**config.mk**
```make
export PLATFORM = sky130hd
export DESIGN_NAME = display_7seg_scan_ctrl
export DESIGN_NICKNAME = d
export VERILOG_FILES = /design/src/rtl/display_7seg_scan_ctrl.sv
export SDC_FILE = /design/constraint.sdc
export NUM_CORES = 1
export LEC_CHECK = 0
export BUFFER_PORTS_ARGS = -buffer_cell sky130_fd_sc_hd__buf_2
export CELL_PAD_IN_SITES_DETAIL_PLACEMENT = 1
export CELL_PAD_IN_SITES_GLOBAL_PLACEMENT = 2
export CORE_MARGIN = 2
export CORE_UTILIZATION = 28
export CTS_CLUSTER_DIAMETER = 60
export DETAILED_ROUTE_END_ITERATION = 7
export HOLD_SLACK_MARGIN = 0.15
export PLACE_DENSITY = 0.72
export SYNTH_ARGS = -nofsm -noshare
export SYNTH_HDL_FRONTEND = slang
export SYNTH_SLANG_ARGS = --single-unit
```
**constraint.sdc**
```tcl
create_clock -name clk -period 1.61 [get_ports clk]
set_input_delay 0.161 -clock clk [delete_from_list [all_inputs] [get_ports clk]]
set_output_delay 0.161 -clock clk [all_outputs]
set_load 0.05 [all_outputs]
```
**src/rtl/display_7seg_scan_ctrl.sv**
```systemverilog
`default_nettype none
// ============================================================================
//  Module   : display_7seg_scan_ctrl
//  Brief    : Bus-mapped, time-multiplexed scan controller for an N-digit
//             common-anode 7-segment display (nibble, anode, dp per slot).
//  Revision : 1.0  initial release
// ============================================================================
module display_7seg_scan_ctrl #(
    parameter int N_DIGITS     = 8,
    parameter int PRESCALE     = 100000,
    parameter int BLANK_CYCLES = 16
) (
    input  logic        clk,
    input  logic        rst,
    input  logic        we,
    input  logic [1:0]  addr,
    input  logic [31:0] wdata,
    output logic [31:0] rdata,
    output logic [3:0]  num,
    output logic [7:0]  an,
    output logic        dp
);

    localparam int                c_CNT_W    = (PRESCALE > 1) ? $clog2(PRESCALE) : 1;
    localparam logic [c_CNT_W-1:0] c_CNT_LAST = c_CNT_W'(PRESCALE - 1);
    localparam logic [c_CNT_W-1:0] c_BLANK    = c_CNT_W'(BLANK_CYCLES);
    localparam logic [2:0]        c_IDX_LAST = 3'(N_DIGITS - 1);

    logic [31:0]        r_data;
    logic [7:0]         r_mask;
    logic [7:0]         r_dpm;
    logic               r_en;
    logic [c_CNT_W-1:0] r_cnt;
    logic [2:0]         r_idx;
    logic [7:0]         r_an;
    logic               r_dp;
    logic [3:0]         r_num;

    logic [7:0]         w_an_next;
    logic               w_active;
    logic [3:0]         w_num_next;

    always_comb begin
        rdata = 32'h0;
        case (addr)
            2'd0:    rdata = r_data;
            2'd1:    rdata = {15'h0, r_en, r_dpm, r_mask};
            default: rdata = 32'h0;
        endcase
    end

    // Blanking at the start of each slot hides ghosting while the decoder settles.
    always_comb begin
        w_active   = (r_cnt >= c_BLANK) && r_en && r_mask[r_idx];
        w_an_next  = 8'hFF;
        if (w_active) begin
            w_an_next[r_idx] = 1'b0;
        end
        w_num_next = r_data[{r_idx, 2'b00} +: 4];
    end

    always_ff @(posedge clk) begin
        if (rst) begin
            r_data <= 32'h0;
            r_mask <= 8'hFF;
            r_dpm  <= 8'h00;
            r_en   <= 1'b1;
            r_cnt  <= '0;
            r_idx  <= 3'd0;
            r_an   <= 8'hFF;
            r_dp   <= 1'b1;
            r_num  <= 4'h0;
        end else begin
            if (we && addr == 2'd0) begin
                r_data <= wdata;
            end
            if (we && addr == 2'd1) begin
                r_mask <= wdata[7:0];
                r_dpm  <= wdata[15:8];
                r_en   <= wdata[16];
            end

            // Scan keeps running regardless of enables so duty cycle never shifts.
            if (r_cnt == c_CNT_LAST) begin
                r_cnt <= '0;
                r_idx <= (r_idx == c_IDX_LAST) ? 3'd0 : r_idx + 3'd1;
            end else begin
                r_cnt <= r_cnt + 1'b1;
            end

            r_an  <= w_an_next;
            r_dp  <= ~(r_dpm[r_idx] & w_active);
            r_num <= w_num_next;
        end
    end

    assign an  = r_an;
    assign dp  = r_dp;
    assign num = r_num;

endmodule
`default_nettype wire

```
==> impl_metrics.toml <==
[run_status]
status = "finished with violations"
violations = "setup timing"

[worst_hold_path]
hold_path.class = "in2reg"

[clock_network]
htree_levels = 3
cts_buffer_depth = 2
cts_buffers = 9
cts-root-buf = "clkbuf_16"
clock_latency_ps = 330
cts_sinks = 82
cts.clk_slew.worst_paths_ps = 60
cts_tree = "done"

[finish]
nFillCells = 1595
seqCellArea_sq_um = 1650
fin_nets = 648
insertedDiodeCount = 0
finalNonFillerCells = 786
multi_input_area_sq_um = 2060
finalInstanceArea_sq_um = 5320
synthToLayoutAreaGrowth_pct = 39.4
drive_above_1_share_pct = 27.0
fin_util_pct = 40.0

[synth]
synth.top_cell.area_share_pct = 43.0
synth.distinct_cells = 46
synth_commonest_cells = "nand2_1, dfxtp_1, a21oi_1"
synthArstFlopShare_pct = 0
synthTopCellsByArea = "dfxtp_1, nand2_1, a21oi_1"
syn_inst = 471
syn_area_per_cell_sq_um = 8.10
synth_seq_cells = 82
synth_fp_nets = 512
synth_most_common_cell = "nand2_1"
seq_area_frac_synth_pct = 43.0
synth-main-ff-cell = "dfxtp_1"
yosys.area.top_type = "dfxtp_1"
netlist_area_sq_um = 3810
synth_warnings = 0
synth_edf_count = 0

[timing]
worst_pin_slew_ps = 555
slew_violations = 0
finalSetupViolations = 2
fmax_mhz = 613
fin_skew_ps = 7.94
post-route-period-util_pct = 101
relSlewSlack_pct = 63.0
hold_slack_ps = 317
setup_ws_ps = -20.5
min_period_ps = 1630
final_hold_viol_count = 0
rsz0062_at_grt = "yes"
setup_tns_ps = -33.4

[placement]
hpwl_mm = 9.25
place.gp.congestion = 0.833
place_area_sq_um = 4630
place_inst = 736
place_ws_ps = -112
io_buffers = 81

[pwr]
intPower_mw = 3.36
swShare_pct = 25.1
switching_power_mw = 1.12
irDropWorstVdd_uv = 406
finalPower_mw = 4.48
power_frac_comb_pct = 11.3
p_leak_nw = 2.16
p_seq_share_pct = 47.5
pwr-share-clk_pct = 41.1
pwr_density_cell_nw_per_um2 = 842

[setup_path]
critPathCaptureType = "register"
required_ps = 1810
cp.arrival_ps = 1830
crit_path_start_kind = "register"
path_class = "reg2reg"
cp_max_fo = 7

[detailed_routing]
drtAntennaViolNets = 0
drtIter0Drc = 150
vias_per_cell = 4.82
num_vias = 3787
drtPass1Iterations = 4
drc = 0
wl_mm = 12.7
wl_per_cell_microns = 16.2

[flow_run]
max_cap_violations = 0

[floorplanning]
design.portCount = 82
design.core.area_sq_um = 13300
die_w_microns = 121
initial_utilization_pct = 28.7
core.rowCount = 42
fp.dieH_microns = 121
die_area_sq_um = 14600

[grt]
grt_pass1_vias = 3806
grt_use_total_pct = 18.0
overflow = 0
antenna_found_initial = 0
grt_pass1_wl_mm = 20.4
grt_max_degree = 48
-- per-layer routing --
layer  vias to the layer above  GRT usage, %  part of all wire (%)
met3                         9          3.07                   3.2
li1                       1869             -                     -
met1                      1838          24.7                    48
met5                         -             0                     0
met2                        71          29.2                    47
met4                         0          4.87                   1.1
-- path summary, 6_finish.rpt --
path | start | endpoint | slack [ps] | cells past startpoint
hold reg to reg | r_data[29]$_SDFFE_PP0P_ | r_data[29]$_SDFFE_PP0P_ | 470 | 2
hold / removal | rst | r_mask[1]$_SDFFE_PP1P_ | 320 | 4
setup reg to reg | r_idx[1]$_SDFFE_PP0P_ | an[1]$_SDFF_PP1_ | -20 | 5
setup / recovery | r_idx[1]$_SDFFE_PP0P_ | an[1]$_SDFF_PP1_ | -20 | 5
-- repair_timing --
action,in CTS,in global routing
setup endpoints to repair,10,22
resized for setup,4,16
cloned,0,0
hold buffers,32,0
pin swaps,2,5
endpoints found under the hold margin,49,0
setup buffers,2,2
-- sequential cells by signal (all words and copies together) (netlist names) --
register,count
an,8
dp,1
num,4
r_cnt,17
r_data,32
r_dpm,8
r_en,1
r_idx,3
r_mask,8
-- layout make-up --
cell class              instances  area share (%)
multi-input cells             346            38.8
flip-flops and latches         82            31.1
repair buffers                156            20.3
clock buffers                  11            4.56
well taps                     176            4.14
inverters                      12           0.847
clock inverters                 3           0.329
-- cells in the final DEF, fill, tap and decap left out, types with 6 or more instances in the layout --
master and count:
nor2_1 38, nand3_1 19, dlygate4sd3_1 32, buf_2 81, and2_1 17, dfxtp_1 77, buf_4 40, inv_1 11
o21ai_0 6, clkbuf_16 9, mux2i_1 22, a21oi_1 47, nor3_1 9, xnor2_1 9, nand2_1 110
-- critical path: stages, from the launching register on --
cell      delay (ps)
dfxtp_4          360
mux2_4           200
o2111a_1         230
o211ai_1         120
buf_4            180
or4_4            410
-- power by group through the flow --
stage,registers (mW),clock network (mW),logic [mW]
detailed placement,2.18,0,0.446
floorplan,2.16,0,0.271
finish,2.13,1.84,0.508
global route,2.14,1.98,0.556
global placement,2.18,0,0.438
CTS,2.13,1.89,0.509
-- logic make-up (layout without fill, tap and decap cells) --
logic type	after synthesis	after routing	share of synthesized area (%)
xor gates and xnor gates	12	12	2.76
AOI/OAI and AO/OA	69	69	10.1
muxes	29	29	9.31
adders and majority gates	4	4	1.31
buffers and inverters	43	182	4.69
DFF	82	82	43.0
and+or+nand+nor	232	232	28.8
Note: power is estimated with default switching activity, not from simulation.
